$ cat config.mk
export PLATFORM = sky130hd
export DESIGN_NAME = pong_game_ctrl
export DESIGN_NICKNAME = d
export VERILOG_FILES = /design/src/rtl/pong_game_ctrl.sv
export SDC_FILE = /design/constraint.sdc
export NUM_CORES = 1
export LEC_CHECK = 0
export CORE_MARGIN = 3
export CORE_UTILIZATION = 57
export CTS_BUF_LIST = sky130_fd_sc_hd__clkbuf_8
export DETAILED_ROUTE_END_ITERATION = 16
export PLACE_DENSITY = 0.93
export SLEW_MARGIN = 25
export SYNTH_ARGS = -nofsm -noshare
export SYNTH_HDL_FRONTEND = slang
export SYNTH_SLANG_ARGS = --single-unit
$ cat constraint.sdc
create_clock -name clock_50MHz -period 4.65 [get_ports clock_50MHz]
set_clock_uncertainty 0.05 [all_clocks]
set_input_delay 0.6975 -clock clock_50MHz [delete_from_list [all_inputs] [get_ports clock_50MHz]]
set_output_delay 0.6975 -clock clock_50MHz [all_outputs]
set_load 0.01 [all_outputs]
$ cat src/rtl/pong_game_ctrl.sv
// Pong game controller: serve/play/point/over sequencing, ball motion with wall
// and paddle bounces, paddle positions from ADC pots, and score keeping.
module pong_game_ctrl #(
  parameter int unsigned H_RES     = 640,
  parameter int unsigned V_RES     = 480,
  parameter int unsigned PAD_H     = 64,
  parameter int unsigned PAD_W     = 8,
  parameter int unsigned BALL_S    = 8,
  parameter int unsigned BALL_V    = 2,
  parameter int unsigned P1_X      = 16,
  parameter int unsigned P2_X      = 616,
  parameter int unsigned WIN_SCORE = 9,
  parameter int unsigned SERVE_FR  = 60,
  parameter int unsigned POINT_FR  = 30
) (
  input  logic       clock_50MHz,
  input  logic       RESET_n,
  input  logic       frame_tick,
  input  logic       start,
  input  logic       adc_busy,
  input  logic [7:0] adc_p1,
  input  logic [7:0] adc_p2,
  input  logic [1:0] rnd,
  output logic [9:0] x1,
  output logic [9:0] y1,
  output logic [9:0] x2,
  output logic [9:0] y2,
  output logic [9:0] xb,
  output logic [9:0] yb,
  output logic [3:0] score1,
  output logic [3:0] score2,
  output logic       game_over
);

  localparam int unsigned CntMax = (SERVE_FR > POINT_FR) ? SERVE_FR : POINT_FR;
  localparam int unsigned CntW   = $clog2(CntMax + 1);

  localparam logic [9:0] CentreX = 10'((H_RES - BALL_S) / 2);
  localparam logic [9:0] CentreY = 10'((V_RES - BALL_S) / 2);
  localparam logic [9:0] LStop   = 10'(P1_X + PAD_W);
  localparam logic [9:0] RStop   = 10'(P2_X - BALL_S);
  localparam logic [9:0] YStop   = 10'(V_RES - BALL_S);
  localparam logic [9:0] XStop   = 10'(H_RES - BALL_S);
  localparam logic [3:0] Win     = 4'(WIN_SCORE);

  localparam logic signed [10:0] VStep = 11'(BALL_V);
  localparam logic signed [10:0] BSide = 11'(BALL_S);
  localparam logic signed [10:0] PadH  = 11'(PAD_H);
  localparam logic signed [10:0] LHit  = 11'(P1_X + PAD_W);
  localparam logic signed [10:0] RHit  = 11'(P2_X);
  localparam logic signed [10:0] YMax  = 11'(V_RES - BALL_S);
  localparam logic signed [10:0] XMax  = 11'(H_RES - BALL_S);

  typedef enum logic [2:0] {StIdle, StServe, StPlay, StPoint, StOver} state_e;

  state_e            state_q, state_d;
  logic [9:0]        xb_q, xb_d, yb_q, yb_d, y1_q, y1_d, y2_q, y2_d;
  logic [3:0]        s1_q, s1_d, s2_q, s2_d;
  logic              go_q, go_d, dx_q, dx_d, dy_q, dy_d, start_q;
  logic [CntW-1:0]   cnt_q, cnt_d;
  logic              start_edge, l_hit, r_hit;
  logic signed [10:0] xs, ys, y1s, y2s, nx, ny;

  // Pot value scaled by ~1.625 so the full 8-bit range spans the screen height.
  function automatic logic [9:0] pad_map(input logic [7:0] a);
    pad_map = {2'b00, a} + {3'b000, a[7:1]} + {5'b00000, a[7:3]};
  endfunction

  function automatic logic [3:0] sat_inc(input logic [3:0] s);
    sat_inc = (s >= Win) ? Win : s + 4'd1;
  endfunction

  assign start_edge = start & ~start_q;
  assign xs  = $signed({1'b0, xb_q});
  assign ys  = $signed({1'b0, yb_q});
  assign y1s = $signed({1'b0, y1_q});
  assign y2s = $signed({1'b0, y2_q});
  assign nx  = dx_q ? xs + VStep : xs - VStep;
  assign ny  = dy_q ? ys + VStep : ys - VStep;

  // Paddle contact only when the ball crosses the paddle face this frame.
  assign l_hit = !dx_q && (nx <= LHit) && (xs >= LHit) &&
                 (ys + BSide > y1s) && (ys < y1s + PadH);
  assign r_hit = dx_q && (nx + BSide >= RHit) && (xs + BSide <= RHit) &&
                 (ys + BSide > y2s) && (ys < y2s + PadH);

  // Next-state and datapath update.
  always_comb begin
    state_d = state_q;
    xb_d    = xb_q;
    yb_d    = yb_q;
    y1_d    = y1_q;
    y2_d    = y2_q;
    s1_d    = s1_q;
    s2_d    = s2_q;
    dx_d    = dx_q;
    dy_d    = dy_q;
    cnt_d   = cnt_q;
    if (frame_tick && !adc_busy) begin
      y1_d = pad_map(adc_p1);
      y2_d = pad_map(adc_p2);
    end
    unique case (state_q)
      StIdle: begin
        xb_d = CentreX;
        yb_d = CentreY;
        if (start_edge) begin
          s1_d    = '0;
          s2_d    = '0;
          cnt_d   = CntW'(SERVE_FR);
          state_d = StServe;
        end
      end
      StServe: begin
        xb_d = CentreX;
        yb_d = CentreY;
        if (frame_tick) begin
          if (cnt_q <= CntW'(1)) begin
            cnt_d   = '0;
            dx_d    = rnd[0];
            dy_d    = rnd[1];
            state_d = StPlay;
          end else begin
            cnt_d = cnt_q - CntW'(1);
          end
        end
      end
      StPlay: begin
        if (frame_tick) begin
          if (ny < 0) begin
            yb_d = '0;
            dy_d = 1'b1;
          end else if (ny > YMax) begin
            yb_d = YStop;
            dy_d = 1'b0;
          end else begin
            yb_d = ny[9:0];
          end
          if (l_hit) begin
            xb_d = LStop;
            dx_d = 1'b1;
          end else if (r_hit) begin
            xb_d = RStop;
            dx_d = 1'b0;
          end else if (nx <= 0) begin
            xb_d    = '0;
            s2_d    = sat_inc(s2_q);
            cnt_d   = CntW'(POINT_FR);
            state_d = StPoint;
          end else if (nx >= XMax) begin
            xb_d    = XStop;
            s1_d    = sat_inc(s1_q);
            cnt_d   = CntW'(POINT_FR);
            state_d = StPoint;
          end else begin
            xb_d = nx[9:0];
          end
        end
      end
      StPoint: begin
        if (frame_tick) begin
          if (cnt_q <= CntW'(1)) begin
            cnt_d = '0;
            if (s1_q == Win || s2_q == Win) begin
              state_d = StOver;
            end else begin
              cnt_d   = CntW'(SERVE_FR);
              xb_d    = CentreX;
              yb_d    = CentreY;
              state_d = StServe;
            end
          end else begin
            cnt_d = cnt_q - CntW'(1);
          end
        end
      end
      StOver: begin
        if (start_edge) begin
          s1_d    = '0;
          s2_d    = '0;
          cnt_d   = CntW'(SERVE_FR);
          xb_d    = CentreX;
          yb_d    = CentreY;
          state_d = StServe;
        end
      end
      default: state_d = StIdle;
    endcase
    go_d = (state_d == StOver);
  end

  // State and output registers.
  always_ff @(posedge clock_50MHz or negedge RESET_n) begin
    if (!RESET_n) begin
      state_q <= StIdle;
      xb_q    <= CentreX;
      yb_q    <= CentreY;
      y1_q    <= '0;
      y2_q    <= '0;
      s1_q    <= '0;
      s2_q    <= '0;
      go_q    <= 1'b0;
      dx_q    <= 1'b0;
      dy_q    <= 1'b0;
      cnt_q   <= '0;
      start_q <= 1'b0;
    end else begin
      state_q <= state_d;
      xb_q    <= xb_d;
      yb_q    <= yb_d;
      y1_q    <= y1_d;
      y2_q    <= y2_d;
      s1_q    <= s1_d;
      s2_q    <= s2_d;
      go_q    <= go_d;
      dx_q    <= dx_d;
      dy_q    <= dy_d;
      cnt_q   <= cnt_d;
      start_q <= start;
    end
  end

  assign x1        = 10'(P1_X);
  assign x2        = 10'(P2_X);
  assign y1        = y1_q;
  assign y2        = y2_q;
  assign xb        = xb_q;
  assign yb        = yb_q;
  assign score1    = s1_q;
  assign score2    = s2_q;
  assign game_over = go_q;

endmodule

* Word level (Yosys, flattened, before mapping)
Index checks and enable logic that the tools add are counted.
** Storage, ports and cells
- RAM bits :: 0
- Input port bits :: 23
- Logic and storage cells :: 163
- Register bits after elaboration :: 61
- Output and inout port bits :: 69
- Latch bits :: 0
- ROM bits :: 0
- Memories kept :: 0
** Operators by class
- Bitwise logic cells :: 2
- Multiplexer cells :: 70
- $lt $le $gt $ge :: 15
- Divide/modulo/power cells :: 0
- Shift-type cells :: 0
- Eq/ne operators :: 23
- Add/sub/neg operators :: 16
- Multipliers :: 0
- Reductions and logical operators :: 25
** Operators by type and width (count)
- 10-bit two-way mux :: 16
- 10-bit one-hot mux with 4 select lines :: 2
- 6-bit two-way mux :: 11
- 4-bit two-way mux :: 12
- 3-bit two-way mux :: 11
- 2-bit inequality test (second input constant) :: 12
- 6-bit one-hot mux with 4 select lines :: 1
- 10-bit by 2-bit adder with 11-bit output (second input constant) :: 2
- 10-bit by 4-bit adder with 11-bit output (second input constant) :: 2
- 10-bit by 7-bit adder with 11-bit output (second input constant) :: 2
- 11-bit greater-or-equal comparator (second input constant) :: 2
- 11-bit > comparator :: 2
- 11-bit < comparator :: 2
- 11-bit two-way mux :: 2
- 10-bit by 2-bit subtractor with 11-bit output (second input constant) :: 2
- 9-bit by 5-bit adder with 10-bit output :: 2
- 8-bit by 7-bit adder with 9-bit output :: 2
- 4-bit one-hot mux with 2 select lines :: 2
- 3-bit one-hot mux with 4 select lines :: 1
- 6-bit AND reduction :: 2
- 11-bit by 5-bit adder with 11-bit output (second input constant) :: 1
- 11-bit by 10-bit > comparator with 1-bit output (second input constant) :: 1
- 11-bit by 1-bit <= comparator with 1-bit output (second input constant) :: 1
- 11-bit <= comparator (second input constant) :: 1
- other kinds (27) :: 57

* Logic depth before layout (Yosys ltp)
- Word-level depth :: 13
- Depth in mapped cells :: 14
- Mapped depth without buffers :: 14

* Worst setup path after synthesis
OpenSTA, ideal clock, no wires.
- Path kind :: flip-flop to flip-flop
- From :: reg dx_q
- To :: reg s1_q[0] (netlist: score1[0])
- Data required time :: 4.472 ns
- Clock period less this slack :: 3.325 ns
- Library setup time :: 0.128 ns
- Path buffers :: 1
- Stages on the path, launching flop included :: 12
- Slack :: 1.325 ns
- Data arrival time :: 3.148 ns
- Path through :: dfrtp_1 -> inv_1 -> ha_1 -> o21ai_0 -> o21ai_1 -> a211o_1 -> a2111o_1 -> o32ai_4 -> a22oi_2 -> buf_6 -> a31oi_1 -> mux2_1
** Between the ends
- Cells in the longest elaborated chain, start to end :: 9
- Elaborated cells between the ends (all ways) :: 20
- Classes of those cells :: add/sub: 1; order compare: 4; eq/ne: 4; mux: 1; reduce/logical: 10
** Ends and longest elaborated chain
- from (decl) :: RTL line 59 : logic go_q, go_d, dx_q, dx_d, dy_q, dy_d, start_q;
- from (signal assigned) :: RTL line 203 : dx_q <= 1'b0;
- from (signal assigned) :: RTL line 216 : dx_q <= dx_d;
- 11-bit two-way mux :: RTL line 78 : assign nx = dx_q ? xs + VStep : xs - VStep;
- 11-bit by 5-bit adder with 11-bit output :: RTL line 84 : assign r_hit = dx_q && (nx + BSide >= RHit) && (xs + BSide <= RHit) &&
- 11-bit greater-or-equal comparator :: RTL line 84
- 1-bit logical AND (3 in series) :: RTL line 84
- 1-bit logical AND :: RTL line 85 : (ys + BSide > y2s) && (ys < y2s + PadH);
- 2-bit inequality test (no source line)
- 7-bit AND reduction (no source line) (*)
- to (signal assigned) :: RTL line 200 : s1_q <= '0;
- to (signal assigned) :: RTL line 213 : s1_q <= s1_d;
- to (decl) :: RTL line 58 : logic [3:0] s1_q, s1_d, s2_q, s2_d;
Mark *: on every way between the ends. The rest lies on a longest branch, timed or not.
A chain may end at the register's enable or synchronous reset.

* Worst setup path in the final report
- From :: reg dx_q
- To :: reg cnt_q[5]
** Between the ends
- Cells in the longest elaborated chain, start to end :: 9
- Elaborated cells between the ends (all ways) :: 24
- Classes of those cells :: add/sub: 1; order compare: 4; eq/ne: 3; mux: 6; reduce/logical: 10
** Ends and longest elaborated chain
- 11-bit two-way mux :: RTL line 78
- 11-bit by 5-bit adder with 11-bit output :: RTL line 84
- 11-bit greater-or-equal comparator :: RTL line 84
- 1-bit logical AND (3 in series) :: RTL line 84
- 1-bit logical AND :: RTL line 85
- 2-bit inequality test (no source line)
- 8-bit AND reduction (no source line)
- to (signal assigned) :: RTL line 218 : cnt_q <= cnt_d;
- to (decl) :: RTL line 60 : logic [CntW-1:0] cnt_q, cnt_d;
Parallel ways exist; a longest one is shown, timed or not. The select of a mux whose other input is x is not followed.

==> results.json <==
{
  "status": "finished clean",
  "synth_compound_gate_area_share_pct": 21.28,
  "grt_pass1_vias": 5256,
  "h-tree-depth": 3,
  "fp.dieW_um": 106.9,
  "rows": 36,
  "mostFrequentLayoutCells": "ha_1 (75), clkdlybuf4s50_1 (66), inv_1 (63), nand2_1 (54), dfrtp_1 (47)",
  "grt_overflow": 0,
  "synth_top_family_by_area": "compound AO/OA/AOI/OAI gates",
  "n_fill_cell": 796,
  "final_common_cell": "ha_1",
  "rsz0062_at_grt": "no",
  "clock_sinks": 57,
  "cts_buffers": 9,
  "synth_simple_gate_area_share_pct": 17.95,
  "core_region_area_um2": 9819,
  "crit_path_max_fanout": 12,
  "synth.distinct_cells": 76,
  "arrival_ps": 3900,
  "grt.total_usage_pct": 26.34,
  "r2r_start": "dx_q$_DFFE_PN0P_",
  "final_nets": 850,
  "crit_end": "cnt_q[5]$_DFFE_PN0P_",
  "drive_above_1_share_pct": 6.326,
  "worst_pin_slew_ps": 731.7,
  "clock-root-buffer": "clkbuf_8",
  "synth_mux_area_share_pct": 1.640,
  "finalWirelength_mm": 14.99,
  "start_util_pct": 59.05,
  "syn-cell-area_um2": 5798,
  "path_clk_slew_ps": 70,
  "avgSynthCellArea_um2": 8.615,
  "viasPerCell": 6.116,
  "postCtsSetupBuffers": 0,
  "synth_top_area_cell": "dfrtp_1",
  "die_h_um": 106.9,
  "synth-edff-count": 0,
  "finalSetupViolCount": 0,
  "final_antenna_net_count": 0,
  "ys_seq_area_share_pct": 24.82,
  "grt_antenna_before_repair": 0,
  "clockBufferDepth": 2,
  "start_kind": "flip-flop",
  "min_path_type": "in -> async",
  "synth_warnings": 0,
  "regToRegSetupSlack_ps": 940,
  "max_clock_freq_ghz": 0.2693,
  "clkLatencyLatePin_ps": 350,
  "io_pins": 92,
  "first_iter_violations": 435,
  "fin_crit_ps": 3713,
  "hpwl_mm": 11.20,
  "power_density_nw_per_um2": 482.8,
  "area_growth_pct": 15.65,
  "required_ps": 4840,
  "synth_top_area_share_pct": 20.28,
  "crit_start": "dx_q$_DFFE_PN0P_",
  "worst_setup_path_end_kind": "flip-flop",
  "finalMaxSlewViolations": 0,
  "post_cts_resized": 0,
  "r2r_end": "cnt_q[5]$_DFFE_PN0P_",
  "r2r_cells": 10,
  "slew_headroom_pct": 51.22,
  "async_flop_share_pct": 100.0,
  "antennaDiodeCount": 0,
  "maxCapViolations": 0,
  "gp_congestion": 0.8574,
  "wl_per_cell_um": 17.11,
  "ys_ff_latch": 57,
  "io_buffers": 67,
  "via_count": 5358,
  "tns_ps": 0,
  "netlist_instances": 673,
  "leakagePower_uw": 0.003074,
  "worstSetupPathType": "reg -> reg",
  "post-route-period-util_pct": 79.84,
  "ys.flop_type": "dfrtp_1",
  "hold_buffers": 0,
  "drt_pass1_iterations": 5,
  "grt_pass1_wl_mm": 24.64,
  "tritoncts": "done",
  "ys_top_cells_by_area": "dfrtp_1 (20%), ha_1 (16%), fa_1 (4.8%)",
  "fin_hold_ws_ps": 418.6,
  "synth_xor_area_share_pct": 4.834,
  "grt_max_degree": 58,
  "finalHoldViolCount": 0,
  "drc_errors": 0,
  "synth_fa_ha_area_share_pct": 21.02,
  "die_area_um2": 11420,
  "ir_drop_v": 0.0003130
}
## area by class of cell
cell class / instances / area, um^2 / share of cell area (%)
multi-input combinational: 538 / 3959 / 59.04
clock inverter: 6 / 82.58 / 1.232
tap: 133 / 166.4 / 2.482
timing repair buffer: 70 / 688.2 / 10.26
inverter: 62 / 232.7 / 3.471
clock buffer: 10 / 137.6 / 2.053
sequential: 57 / 1439 / 21.46
## worst min-delay path by stage
stage	slack, ps	endpoint	cells past startpoint
after floorplan	350	cnt_q[0]$_DFFE_PN0P_	0
after global placement	450	y2[0]$_DFFE_PN0P_	2
after detailed placement	460	y2[0]$_DFFE_PN0P_	2
after CTS	470	score1[0]$_DFFE_PN0P_	2
after global routing	480	score2[3]$_DFFE_PN0P_	2
final	420	score2[3]$_DFFE_PN0P_	2
## synth_stat cells, drive strengths merged (3+ instances only)
master  number
nor2b       11
a22oi        3
dfrtp       47
and3         6
o21bai       7
clkbuf      10
a21o        11
a31oi       11
a211o        5
o21a         8
o211ai       6
o22a         3
nand2b      12
and2         4
o31ai        3
nand4       10
nor2        38
a22o         4
or3         10
mux2i        5
nand2       54
ha          75
dfstp       10
nand3       28
fa          14
nor3b        3
inv         62
o22ai        5
or2          3
o21ai       39
a21oi       40
mux2         4
buf         28
nor3        16
or4          3
xor2        15
xnor2       17
a211oi       8
## routing by layer
metal  up-vias  part of all wire [%]  track usage [%]
li1       2496                     -                -
met1      2532                    40            32.96
met2       271                    49            45.23
met3        59                   7.7            4.515
met4         0                   3.1            10.41
met5         -                     0                0
## sequential cells by signal (all words and copies together), names as in the netlist
register	cells
dx_q	1
start_q	1
game_over	1
score2	4
cnt_q	6
score1	4
xb	9
dy_q	1
state_q	3
yb	9
y1	9
y2	9
## kinds of logic after synthesis
| group | after synthesis |
|---|---|
| AND/OR/NAND/NOR | 206 |
| AO/OA/AOI/OAI | 178 |
| multiplexers | 9 |
| other | 2 |
| buffers and inverters | 100 |
| XOR/XNOR | 32 |
| adder cells (fa/ha/maj) | 89 |
| flip-flops | 57 |
## through the flow
step	util, %	instance area [um^2]	setup WS, ps	total power, uW	instances
2_1_floorplan	-	5881	1325	2149	695
6_report	68.28	6705	937.3	3237	876
3_3_place_gp	65.97	6477	1065	2554	859
4_1_cts	68.21	6698	957.8	3201	875
5_1_grt	68.28	6705	685.3	3479	876
3_5_place_dp	65.97	6477	966.0	2641	859
## power breakdown
group | switching (uW) | leakage (uW) | internal (uW)
logic | 1120 | 0.00227 | 854
registers | 135 | 0.000688 | 597
clock network | 221 | 0.000117 | 313
total | 1470 | 0.00307 | 1760
## worst max-delay path, cell delays in order, from the launching register on
cell and delay (ps):
dfrtp_1 440, inv_1 340, ha_1 340, a211oi_2 270, o21ai_1 100, a211o_1 350
a2111o_1 480, o32ai_4 310, a22oi_2 240, a31oi_4 320, mux2_1 340
Note: power is estimated with default switching activity, not from simulation.
